[src/rtl/dmem_bus_arbiter.sv]
// Shares the single main-memory port between dcache and icache, tracks tag ownership, and routes fills back to their owner.
// Optional build macro ARB_ROUND_ROBIN_EN selects round-robin arbitration instead of fixed dcache priority with a starvation escape.
module dmem_bus_arbiter #(
  parameter int NUM_MEM_TAGS = 16,
  parameter int STARVE_LIMIT = 4
) (
  input  logic        clock,
  input  logic        reset,
  input  logic [1:0]  dcache2mem_command,
  input  logic [31:0] dcache2mem_addr,
  input  logic [63:0] dcache2mem_data,
  input  logic [1:0]  icache2mem_command,
  input  logic [31:0] icache2mem_addr,
  input  logic [3:0]  mem2arb_response,
  input  logic [63:0] mem2arb_data,
  input  logic [3:0]  mem2arb_tag,
  output logic [1:0]  arb2mem_command,
  output logic [31:0] arb2mem_addr,
  output logic [63:0] arb2mem_data,
  output logic [3:0]  mem2dcache_response,
  output logic [3:0]  mem2icache_response,
  output logic [63:0] mem2dcache_data,
  output logic [3:0]  mem2dcache_tag,
  output logic [63:0] mem2icache_data,
  output logic [3:0]  mem2icache_tag,
  output logic [4:0]  arb_outstanding,
  output logic        arb_err
);
  localparam logic [1:0] BUS_NONE = 2'd0;
  localparam logic [1:0] BUS_LOAD = 2'd1;

  logic d_req, i_req, grant_d, grant_i;
  logic [NUM_MEM_TAGS-1:0] valid_q, valid_d, owner_q, owner_d;
  logic       err_q, err_d;
  logic [4:0] outstanding_q, outstanding_d;
  logic       ret_hit, ret_owner;

`ifdef ARB_ROUND_ROBIN_EN
  logic rr_last_q, rr_last_d;
`else
  logic [2:0] starve_q, starve_d;
`endif

  always_comb begin
    d_req = (dcache2mem_command != BUS_NONE);
    i_req = (icache2mem_command != BUS_NONE);
`ifdef ARB_ROUND_ROBIN_EN
    // On conflict the requester that did not win last time goes first.
    grant_i = i_req && (!d_req || !rr_last_q);
`else
    grant_i = i_req && (!d_req || (starve_q == 3'(STARVE_LIMIT)));
`endif
    grant_d = d_req && !grant_i;
  end

  always_comb begin
    arb2mem_command = BUS_NONE;
    arb2mem_addr    = 32'd0;
    arb2mem_data    = 64'd0;
    if (grant_d) begin
      arb2mem_command = dcache2mem_command;
      arb2mem_addr    = dcache2mem_addr;
      arb2mem_data    = dcache2mem_data;
    end else if (grant_i) begin
      arb2mem_command = icache2mem_command;
      arb2mem_addr    = icache2mem_addr;
    end
    mem2dcache_response = grant_d ? mem2arb_response : 4'd0;
    mem2icache_response = grant_i ? mem2arb_response : 4'd0;
  end

  // Return routing uses the table as it stood before this cycle's acceptance.
  always_comb begin
    ret_hit   = (mem2arb_tag != 4'd0) && valid_q[mem2arb_tag];
    ret_owner = owner_q[mem2arb_tag];
    mem2dcache_data = (ret_hit && !ret_owner) ? mem2arb_data : 64'd0;
    mem2dcache_tag  = (ret_hit && !ret_owner) ? mem2arb_tag  : 4'd0;
    mem2icache_data = (ret_hit &&  ret_owner) ? mem2arb_data : 64'd0;
    mem2icache_tag  = (ret_hit &&  ret_owner) ? mem2arb_tag  : 4'd0;
  end

  always_comb begin
    valid_d = valid_q;
    owner_d = owner_q;
    err_d   = err_q;
    if (mem2arb_tag != 4'd0) begin
      if (valid_q[mem2arb_tag]) valid_d[mem2arb_tag] = 1'b0;
      else                      err_d = 1'b1;
    end
    // Applied after the clear so a same-tag reissue keeps the new owner.
    if (arb2mem_command == BUS_LOAD && mem2arb_response != 4'd0) begin
      valid_d[mem2arb_response] = 1'b1;
      owner_d[mem2arb_response] = grant_i;
    end
    outstanding_d = 5'd0;
    for (int i = 0; i < NUM_MEM_TAGS; i++) outstanding_d = outstanding_d + 5'(valid_d[i]);
  end

`ifdef ARB_ROUND_ROBIN_EN
  always_comb begin
    rr_last_d = rr_last_q;
    if ((grant_d || grant_i) && mem2arb_response != 4'd0) rr_last_d = grant_i;
  end
`else
  always_comb begin
    starve_d = 3'd0;
    if (i_req && !grant_i)
      starve_d = (starve_q == 3'(STARVE_LIMIT)) ? starve_q : starve_q + 3'd1;
  end
`endif

  always_ff @(posedge clock) begin
    if (!reset) begin
      valid_q       <= '0;
      owner_q       <= '0;
      err_q         <= 1'b0;
      outstanding_q <= 5'd0;
`ifdef ARB_ROUND_ROBIN_EN
      rr_last_q     <= 1'b0;
`else
      starve_q      <= 3'd0;
`endif
    end else begin
      valid_q       <= valid_d;
      owner_q       <= owner_d;
      err_q         <= err_d;
      outstanding_q <= outstanding_d;
`ifdef ARB_ROUND_ROBIN_EN
      rr_last_q     <= rr_last_d;
`else
      starve_q      <= starve_d;
`endif
    end
  end

  assign arb_outstanding = outstanding_q;
  assign arb_err         = err_q;
endmodule

[config.mk]
export PLATFORM = sky130hd
export DESIGN_NAME = dmem_bus_arbiter
export DESIGN_NICKNAME = d
export VERILOG_FILES = /design/src/rtl/dmem_bus_arbiter.sv
export SDC_FILE = /design/constraint.sdc
export NUM_CORES = 1
export LEC_CHECK = 0
export ABC_AREA = 0
export CAP_MARGIN = 10
export CORE_AREA = 4 4 176 178
export CTS_CLUSTER_DIAMETER = 80
export CTS_CLUSTER_SIZE = 25
export DETAILED_ROUTE_END_ITERATION = 6
export DIE_AREA = 0 0 180 182
export PLACE_DENSITY_LB_ADDON = 0.1
export SLEW_MARGIN = 10
export SYNTH_ARGS = -nofsm -noshare
export SYNTH_HDL_FRONTEND = slang
export SYNTH_SLANG_ARGS = --single-unit
[constraint.sdc]
create_clock -name clock -period 10.9 [get_ports clock]
set_clock_uncertainty 0.05 [all_clocks]
set_input_delay 2.18 -clock clock [delete_from_list [all_inputs] [get_ports clock]]
set_output_delay 2.18 -clock clock [all_outputs]
set_load 0.01 [all_outputs]
# --- Yosys cells after proc, flatten, opt, wreduce, memory -nomap -nowiden ---
# Cells that the tools add are included.
op_classes:
  add_sub_neg: 16
  n_lt_le_gt_ge: 4
  n_eq_ne: 2
  muxes: 23
  bitwise_logic: 4
  reduce_logical: 19
op_table:
  columns: ["op", "count"]
  rows:
  - ["64-bit two-way mux", 3]
  - ["32-bit two-way mux", 2]
  - ["5-bit by 1-bit adder with 5-bit output", 11]
  - ["16-bit two-way mux", 3]
  - ["16-bit AND", 1]
  - ["16-bit bitwise mux", 1]
  - ["4-bit two-way mux", 4]
  - ["16-bit inverter", 1]
  - ["16-bit bitwise OR", 1]
  - ["4-bit by 5-bit < comparator with 1-bit output, second input constant", 2]
  - ["1-bit logical AND", 9]
  - ["1-bit binary-select mux with 4-bit select", 2]
  - ["1-bit demux with 4-bit select", 2]
  - ["4-bit by 1-bit greater-or-equal comparator with 1-bit output, second input constant", 2]
  - ["4-bit nonzero test", 2]
  - ["4-bit by 1-bit adder with 5-bit output", 1]
  - ["3-bit by 1-bit adder with 4-bit output", 1]
  - ["1-bit two-way mux", 4]
  - ["2-bit two-way mux", 2]
  - ["2-bit AND reduction", 2]
  - ["2-bit nonzero test", 2]
  - ["2-bit by 1-bit adder with 3-bit output", 1]
  - ["3-bit by 1-bit adder with 3-bit output, second input constant", 1]
  - ["3-bit == test, second input constant", 1]
  - ["5 further kinds", 7]
totals:
  ff_bits: 41
  in_bits: 206
  out_inout_bits: 248
  elab_cells: 73

# --- Depth between registers and ports, before layout ---
# Gate-level depths: netlist (run 1).
depth:
  word_depth: 25
  ltp_mapped: 18
  depth_no_buf: 17

# --- Worst setup path before layout (run 1) ---
# OpenSTA, ideal clock, no wires.
synth_path:
  path_kind: "input to register"
  from: "input icache2mem_command[0]"
  to: "register outstanding_q[3], in the netlist arb_outstanding[3]"
  t_arrival_ns: 6.219
  required_time_ns: 10.735
  path_slack_ns: 4.517
  path_stages: 16
  n_path_buf: 1
  cell_sequence: "nor2b_1 > a21oi_1 > o21a_1 > clkbuf_1 > nor4_1 > nor2_1 > fa_1 > fa_1 > fa_1 > fa_1 > inv_1 > ha_1 > a21o_1 > a21oi_1 > xnor2_1 > and2_1"
synth_between:
  elab_chain_len: 23
synth_lines:
  columns: ["item", "line", "text"]
  rows:
  - ["start, declared", "12", "input logic [1:0] icache2mem_command,"]
  - ["2-bit nonzero test", "46", "i_req = (icache2mem_command != BUS_NONE);"]
  - ["1-bit logical AND", "51", "grant_i = i_req && (!d_req || (starve_q == 3'(STARVE_LIMIT)));"]
  - ["1-bit zero test", "53", "grant_d = d_req && !grant_i;"]
  - ["1-bit logical AND", "53", null]
  - ["2-bit two-way mux *", "60", "if (grant_d) begin"]
  - ["2-bit by 1-bit == test with 1-bit output *", "91", "if (arb2mem_command == BUS_LOAD && mem2arb_response != 4'd0) begin"]
  - ["1-bit logical AND *", "91", null]
  - ["16-bit two-way mux *", "91", null]
  - ["1-bit by 1-bit adder with 2-bit output", "96", "for (int i = 0; i < NUM_MEM_TAGS; i++) outstanding_d = outstanding_d + 5'(valid_d[i]);"]
  - ["2-bit by 1-bit adder with 3-bit output", "96", null]
  - ["3-bit by 1-bit adder with 4-bit output", "96", null]
  - ["4-bit by 1-bit adder with 5-bit output", "96", null]
  - ["5-bit by 1-bit adder with 5-bit output (10 in series)", "96", null]
  - ["5-bit by 1-bit adder with 5-bit output *", "96", null]
  - ["end signal, assigned", "127", "outstanding_q <= outstanding_d;"]
  - ["end, declared", "35", "logic [4:0] outstanding_q, outstanding_d;"]
# Mark *: on every way between the ends. The rest lies on a longest branch, timed or not.
# A chain may end at the register's enable or synchronous reset.

# --- Final worst setup path (run 1) ---
layout_path:
  from: "input mem2arb_tag[0]"
  to: "output mem2dcache_data[60]"
layout_between:
  elab_chain_len: 5
layout_lines:
  columns: ["item", "line", "text"]
  rows:
  - ["start, declared", "16", "input logic [3:0] mem2arb_tag,"]
  - ["1-bit binary-select mux with 4-bit select, on equally long branches", "74, 75", null]
  - ["1-bit two-way mux, on equally long branches", "74, 75", null]
  - ["1-bit logical AND or 1-bit zero test (tied branches)", "74, 76", null]
  - ["1-bit logical AND *", "76", "mem2dcache_data = (ret_hit && !ret_owner) ? mem2arb_data : 64'd0;"]
  - ["64-bit two-way mux *", "76", null]
  - ["end, declared", "22", "output logic [63:0] mem2dcache_data,"]
# Mark *: on every way between the ends. The rest lies on a longest branch, timed or not. The select of a mux whose other input is x is not followed.

==> results of run 1 <==
## cell usage in the layout, fill, tap and decap left out, drive strengths merged, types with 9 or more instances in the layout
cell type,netlist,layout
clkdlybuf4s50,0,453
inv,12,12
nand2,26,26
nor2,19,19
and2,94,94
dfxtp,41,41
a22o,34,34
and3,128,128
o41ai,9,9
fa,10,10
## cells by family after synthesis
group,count (synthesis)
and+or+nand+nor,296
AOI/OAI and AO/OA,89
buffers and inverters,75
DFF,41
adders and majority gates,17
muxes,16
xor gates and xnor gates,1
## final timing paths
| path | from | end |
|---|---|---|
| worst max-delay path | mem2arb_tag[0] | mem2dcache_data[60] |
| worst min-delay path | starve_q[0] | starve_q[0] |
| worst max register to register | starve_q[0] | arb_outstanding[2] |
| worst min register to register | starve_q[0] | starve_q[0] |
## final cells by class
class	count	area [um2]	area share (%)
antenna	1	2.50	0.0273
clock buffer	6	139	1.51
clock inverter	2	37.5	0.409
inverter	12	45.0	0.491
multi-input combinational	419	3070	33.4
sequential	41	821	8.94
tap	390	488	5.32
timing repair buffer	459	4580	49.9
## power by group through the flow
| stage | Clock, W | Sequential [W] | Combinational (W) |
|---|---|---|---|
| finish | 0.000176 | 0.000154 | 0.000255 |
| global route | 0.000186 | 0.000155 | 0.000275 |
| CTS | 0.000181 | 0.000154 | 0.000260 |
| detailed placement | 0 | 0.000158 | 0.000258 |
| global placement | 0 | 0.000158 | 0.000262 |
| floorplan | 0 | 0.000158 | 0.0000859 |
## routing by layer
metal | vias up | share of wire (%)
li1 | 2716 | -
met1 | 2519 | 39
met2 | 307 | 52
met3 | 12 | 8.0
met4 | 0 | 1.2
met5 | - | 0
## state kept, by name, indices dropped and copies added, names as in the netlist
register and cells:
owner_q 16, arb_outstanding 5, valid_q 16, starve_q 3, arb_err 1
## stage by stage
| step | util (%) | std cells | total power (W) |
|---|---|---|---|
| floorplan | - | 535 | 0.000244 |
| global placement | 30.6 | 1321 | 0.000419 |
| detailed placement | 30.6 | 1321 | 0.000416 |
| CTS | 31.2 | 1329 | 0.000596 |
| global route | 31.2 | 1329 | 0.000615 |
| finish | 31.2 | 1330 | 0.000585 |
## critical path: cells and delay by family
family	cells	cell delay, ns
multiplexers	1	0.71
buffers and inverters	3	1.95
AND/OR/NAND/NOR	3	0.44
AO/OA/AOI/OAI	1	0.21
==> results.toml, run 1 <==
[yosys]
ys_types = 43
synth_top_family_by_area = "simple AND/OR/NAND/NOR gates"
synth-edff-count = 0
syn_avg_cell_area_um2 = 7.86
ys.flop_type = "dfxtp_1"
syn_area_um2 = 4200
ys_ff_latch = 41
synthCells = 535
async_flop_share_pct = 0
yosys-top-cells-count = "and3_1 (128), and2_1 (94), clkbuf_1 (50), dfxtp_1 (41), a22o_1 (34)"
synth_xor_xnor_area_share_pct = 0.208
synth.top_cell.area_share_pct = 19.5
synth_warnings = 0
synthAdderAreaFrac_pct = 6.85
synth_compound_area_share_pct = 17.2
synth.top_cells.by_area = "dfxtp_1 (20%), and3_1 (19%), and2_1 (14%), a22o_1 (7.1%), fa_1 (4.8%)"
synth_fp_nets = 758
synthMuxAreaShare_pct = 6.55
yosys.area.top_type = "dfxtp_1"
ys_seq_area_share_pct = 19.5
synth-simple-area-share_pct = 41.6
synth_most_common_cell = "and3_1"

[global_routing]
grt_pass1_vias = 5712
met1_usage_pct = 17.0
grt_pass1_wl_um = 38200
antenna_found_initial = 1
use_met2_pct = 28.9
busiest_layer = "met2"
grt_usage_pct = 15.1
grt_max_degree = 130
globalRoute.totalOverflow = 0
grtUsageMet3_pct = 4.39

[clocking]
hold_buffers = 0
postCtsSetupBuffers = 0
clk_latency_ns = 0.28
path_clk_slew_ns = 0.06
cts_tree = "done"
clkSinkCount = 41
cts_root_buf = "clkbuf_16"
htree_levels = 2
cts_buffer_depth = 2
cts_repair_resize_count = 0
cts_buffers = 5

[power_and_ir_drop]
leakagePower_nw = 3.83
power.internal_w = 0.000419
max-vdd-ir-drop_uv = 51.7
sequentialPowerShare_pct = 26.4
switching_share_pct = 28.4
p_comb_share_pct = 43.6
net-switching-power_w = 0.000166
p_per_area_nw_per_um2 = 63.7
power_frac_clock_pct = 30.0

[worst_setup_path]
arrival_ns = 5.51
critical_path.slowest_cell = "clkdlybuf4s50_1"
reg2reg_depth = 18
cp.required_ns = 8.67
crit_fanout = 68
max_stage_delay_ns = 0.93
endpoint_kind = "output port"
ff2ff_setup_slack_ns = 5.56
startpoint_type = "primary input"
crit_type = "in -> out"
critical_path.cell_chain = "clkdlybuf4s50_1 -> mux4_1 -> a22oi_4 -> nand2_2 -> nor2_4 -> buf_4 -> and3_1 -> clkdlybuf4s50_1"
crit_top_cell = "clkdlybuf4s50_1"

[floorplanning]
chipHeight_um = 182
coreArea_um2 = 29400
start_util_pct = 14.3
fp.dieArea_um2 = 32800
ios = 454
rows = 63
fp.dieW_um = 180

[sta]
worst_pin_slew_ns = 1.01
maxSlewHeadroom_pct = 32.9
hold_ws_ns = 0.408
max_freq_mhz = 129
finalHoldViolCount = 0
rsz0062_at_grt = "no"
min_period_over_period_pct = 71.0
slew_violations = 0
setup_slack_ns = 3.16
setup_viol = 0
fin_crit_ns = 7.74
fin_setup_tns_ns = 0

[routing]
drt_iter0_markers = 221
routed_wl_um = 27000
num_vias = 5554
drc = 0
postRouteAntennaNets = 0
post_drt_via_cell_ratio = 4.18
wire_per_inst_um = 20.3
dr.pass1.iters = 4

[place]
dpl-instance-area_um2 = 9000
globalplace.congestion = 0.758
dpl.hpwl_um = 22200
pre_cts_ws_ns = 3.08
io_buffers = 453

[finish]
finalNetCount = 1161
area.growth.synth_to_final_pct = 118
finalInstanceArea_um2 = 9180
drive_above_1_share_pct = 2.88
final.fill_count = 3105

[worst_hold_path]
hold_path.class = "reg -> reg"
worstHoldPathCells = 1

[run]
maxCapViolations = 0

[status]
outcome = "complete, no violations"
(Power assumes the default switching activity.)
==> run 2: changes to the inputs <==
==> constraint.sdc (replaced) <==
create_clock -name clock -period 6.75 [get_ports clock]
set_clock_uncertainty 0.05 [all_clocks]
set_input_delay 1.35 -clock clock [delete_from_list [all_inputs] [get_ports clock]]
set_output_delay 1.35 -clock clock [all_outputs]
set_load 0.01 [all_outputs]
==> results.toml, run 2 (same netlist as run 1, synthesis figures left out) <==
[global_routing]
globalRoute.totalOverflow = 0
grt_usage_pct = 15.7
grt_max_degree = 99
antenna_found_initial = 3
grt_pass1_wl_um = 39800
grt_pass1_vias = 5945

[clocking]
cts_tree = "done"
clk_latency_ns = 0.28
htree_levels = 2
cts_root_buf = "clkbuf_16"
cts_buffer_depth = 2
clkSinkCount = 41
hold_buffers = 0
cts_buffers = 5
cts_repair_resize_count = 0
postCtsSetupBuffers = 0
path_clk_slew_ns = 0.06

[floorplanning]
ios = 454
fp.dieW_um = 180
fp.dieArea_um2 = 32800
chipHeight_um = 182
coreArea_um2 = 29400
start_util_pct = 14.3
rows = 63

[power_and_ir_drop]
leakagePower_nw = 3.92
power.internal_w = 0.000708
sequentialPowerShare_pct = 25.4
p_comb_share_pct = 42.7
switching_share_pct = 27.8
max-vdd-ir-drop_uv = 85.4
power_frac_clock_pct = 31.8
p_per_area_nw_per_um2 = 105
net-switching-power_w = 0.000273

[sta]
max_freq_mhz = 164
hold_ws_ns = 0.403
fin_setup_tns_ns = 0
finalHoldViolCount = 0
fin_crit_ns = 6.09
setup_slack_ns = 0.658
setup_viol = 0
min_period_over_period_pct = 90.2
rsz0062_at_grt = "no"
worst_pin_slew_ns = 0.902
slew_violations = 0
maxSlewHeadroom_pct = 39.7

[worst_setup_path]
ff2ff_setup_slack_ns = 1.70
startpoint_type = "primary input"
crit_start = "mem2arb_tag[0]"
crit_type = "in -> out"
endpoint_kind = "output port"
crit_fanout = 35
reg2reg_depth = 18
arrival_ns = 4.69
r2r-end = "arb_outstanding[2]"
reg2reg_from = "starve_q[0]"
cp.required_ns = 5.35

[place]
globalplace.congestion = 0.775
dpl.hpwl_um = 22800
dp_cells = 1333
io_buffers = 453
dpl-instance-area_um2 = 9140
pre_cts_ws_ns = 0.518

[routing]
routed_wl_um = 27600
post_drt_via_cell_ratio = 4.19
wire_per_inst_um = 20.5
num_vias = 5627
drc = 0
postRouteAntennaNets = 0
drt_iter0_markers = 217
dr.pass1.iters = 5

[worst_hold_path]
worstHoldPathCells = 2
whs_endpoint = "owner_q[3]"
hold_path.class = "reg -> reg"
min_from = "owner_q[3]"

[finish]
finalNetCount = 1173
finalInstanceArea_um2 = 9340
layout_commonest_cell = "clkdlybuf4s50_1"
area.growth.synth_to_final_pct = 122
drive_above_1_share_pct = 4.10
final_cells = 1344
mostFrequentLayoutCells = "clkdlybuf4s50_1 (453), and3_1 (128), and2_1 (94), dfxtp_1 (41), a22o_1 (34)"

[status]
outcome = "complete, no violations"

[run]
maxCapViolations = 0
[run 2: cell count changes in the layout (fill, tap and decap cells not counted), sizes merged]
cell      delta
clkbuf       -1
clkinvlp     -1
buf         +12
clkinv       +1
bufinv       +1
diode        +2
[run 2: final cells by class]
type	count	area, um2
Antenna cell	3	7.51
Clock buffer	5	125
Clock inverter	3	65.1
Fill cell	3123	20100
Inverter	12	45.0
Multi-Input combinational cell	419	3070
Sequential cell	41	821
Tap cell	390	488
Timing Repair Buffer	471	4720
[run 2: power by group through the flow]
stage	logic [W]	clock network, W	registers (W)
floorplan	0.000139	0	0.000255
global placement	0.000428	0	0.000255
detailed placement	0.000423	0	0.000255
CTS	0.000427	0.000323	0.000249
global route	0.000452	0.000334	0.000250
finish	0.000419	0.000312	0.000249
[run 2: metal layers]
layer / vias up / part of all wire (%) / GRT usage (%)
met5: - / 0 / 0
met4: 0 / 1.6 / 3.11
met3: 14 / 9.0 / 5.15
met2: 309 / 52 / 30.0
met1: 2557 / 37 / 17.0
li1: 2747 / - / -
[run 2: worst max-delay path: stages]
cell	delay (ns)
clkdlybuf4s50_1	0.86
buf_4	0.25
mux4_2	0.49
a22o_1	0.25
nor2_2	0.29
a21oi_4	0.22
buf_12	0.26
and3_1	0.18
clkdlybuf4s50_1	0.51
[run 2: per-stage QoR]
stage               power [W]  util [%]
floorplan            0.000394         -
global placement     0.000683      31.1
detailed placement   0.000678      31.1
CTS                  0.000999      31.7
global route          0.00104      31.8
finish               0.000981      31.8
[run 2: worst max-delay path by stage]
stage / endpoint / depth (start not counted)
floorplan: arb_outstanding[3] / 16
global placement: arb_outstanding[3] / 17
detailed placement: arb_outstanding[2] / 17
CTS: mem2icache_data[59] / 9
global route: arb_outstanding[2] / 17
finish: mem2icache_data[61] / 9
==> run 3: changes to the inputs <==
--- a/config.mk
+++ b/config.mk
@@ -7,11 +7,11 @@
 export LEC_CHECK = 0
 export ABC_AREA = 0
 export CAP_MARGIN = 10
-export CORE_AREA = 4 4 176 178
+export CORE_AREA = 2 2 174 176
 export CTS_CLUSTER_DIAMETER = 80
 export CTS_CLUSTER_SIZE = 25
 export DETAILED_ROUTE_END_ITERATION = 6
-export DIE_AREA = 0 0 180 182
+export DIE_AREA = 0 0 176 178
 export PLACE_DENSITY_LB_ADDON = 0.1
 export SLEW_MARGIN = 10
 export SYNTH_ARGS = -nofsm -noshare
==> results.toml, run 3 (same netlist as run 1, synthesis figures left out) <==
[clocking]
cts_tree = "done"
path_clk_slew_ns = 0.06
cts_root_buf = "clkbuf_16"
htree_levels = 2
hold_buffers = 0
cts_repair_resize_count = 0
clkSinkCount = 41
cts_buffer_depth = 2
postCtsSetupBuffers = 0
cts_buffers = 5
clk_latency_ns = 0.29

[run]
maxCapViolations = 0

[global_routing]
grt_pass1_wl_um = 37700
globalRoute.totalOverflow = 0
grt_usage_pct = 16.1
antenna_found_initial = 0
grt_pass1_vias = 5486
grt_max_degree = 130

[finish]
finalNetCount = 1172
layout_commonest_cell = "clkdlybuf4s50_1"
area.growth.synth_to_final_pct = 122
antennaDiodeCount = 0
drive_above_1_share_pct = 4.00
mostFrequentLayoutCells = "clkdlybuf4s50_1 (453), and3_1 (128), and2_1 (94), dfxtp_1 (41), a22o_1 (34)"

[sta]
fin_crit_ns = 5.91
maxSlewHeadroom_pct = 36.3
max_freq_mhz = 169
min_period_over_period_pct = 87.6
slew_violations = 0
rsz0062_at_grt = "no"
finalHoldViolCount = 0
fin_setup_tns_ns = 0
setup_slack_ns = 0.836
setup_viol = 0
worst_pin_slew_ns = 0.956

[place]
globalplace.congestion = 0.838
io_buffers = 453
pre_cts_ws_ns = 0.631
dpl.hpwl_um = 22200

[routing]
drt_iter0_markers = 219
post_drt_via_cell_ratio = 4.16
drc = 0
wire_per_inst_um = 20.2
postRouteAntennaNets = 0
dr.pass1.iters = 4
num_vias = 5576
routed_wl_um = 27000

[power_and_ir_drop]
net-switching-power_w = 0.000277
leakagePower_nw = 3.91
p_per_area_nw_per_um2 = 106
power.internal_w = 0.000708
fin_total_pwr_w = 0.000985
p_comb_share_pct = 42.9
sequentialPowerShare_pct = 25.3
max-vdd-ir-drop_uv = 97.4
switching_share_pct = 28.1
power_frac_clock_pct = 31.8

[floorplanning]
coreArea_um2 = 29400
rows = 63
ios = 454
fp.dieW_um = 176
start_util_pct = 14.3
chipHeight_um = 178
fp.dieArea_um2 = 31300

[worst_hold_path]
hold_path.class = "reg -> reg"

[worst_setup_path]
cp.required_ns = 5.35
arrival_ns = 4.51
crit_fanout = 35
startpoint_type = "primary input"
endpoint_kind = "output port"
crit_type = "in -> out"

[status]
outcome = "complete, no violations"
-- run 3: cell type report --
class | count | area, um2
clock buffers | 5 | 125
clock inverters | 3 | 65.1
fillers | 3116 | 20100
inverters | 12 | 45.0
multi-input cells | 419 | 3070
flip-flops and latches | 41 | 821
well taps | 390 | 488
repair buffers | 470 | 4700
-- run 3: worst paths after layout --
kind / start / end / slack [ns] / cells after the start
setup / recovery: mem2arb_tag[0] / mem2icache_data[0] / 0.84 / 8
hold / removal: starve_q[0] / starve_q[0] / 0.40 / 1
setup reg to reg: starve_q[0] / arb_outstanding[2] / 1.90 / 18
hold reg to reg: starve_q[0] / starve_q[0] / 0.40 / 1
-- run 3: routing by layer --
layer | vias up | GRT usage (%) | routed length (um)
li1 | 2737 | - | -
met1 | 2527 | 18.3 | 10200
met2 | 305 | 30.6 | 14200
met3 | 7 | 4.99 | 2490
met4 | 0 | 1.55 | 99
met5 | - | 0 | 0
-- run 3: stage by stage --
stage / util [%] / hold WS, ns / area, um2 / cells
final: 31.7 / 0.400 / 9310 / 1340
after global routing: 31.7 / 0.422 / 9310 / 1340
after detailed placement: 31.0 / 0.388 / 9120 / 1332
after floorplan: - / 0.367 / 4200 / 535
after CTS: 31.7 / 0.404 / 9310 / 1340
after global placement: 31.0 / 0.381 / 9120 / 1332
-- run 3: power by group through the flow --
stage                     Clock, W  Combinational [W]  Sequential, W
after global routing      0.000330           0.000455       0.000250
after floorplan                  0           0.000139       0.000255
after detailed placement         0           0.000427       0.000255
final                     0.000313           0.000422       0.000249
after CTS                 0.000323           0.000431       0.000249
after global placement           0           0.000433       0.000255
-- run 3: critical path, stage by stage --
cell	delay (ns)
clkdlybuf4s50_1	0.90
mux4_1	0.38
a22o_1	0.14
nor2_2	0.08
a21oi_4	0.64
buf_12	0.25
and3_1	0.20
clkdlybuf4s50_1	0.56
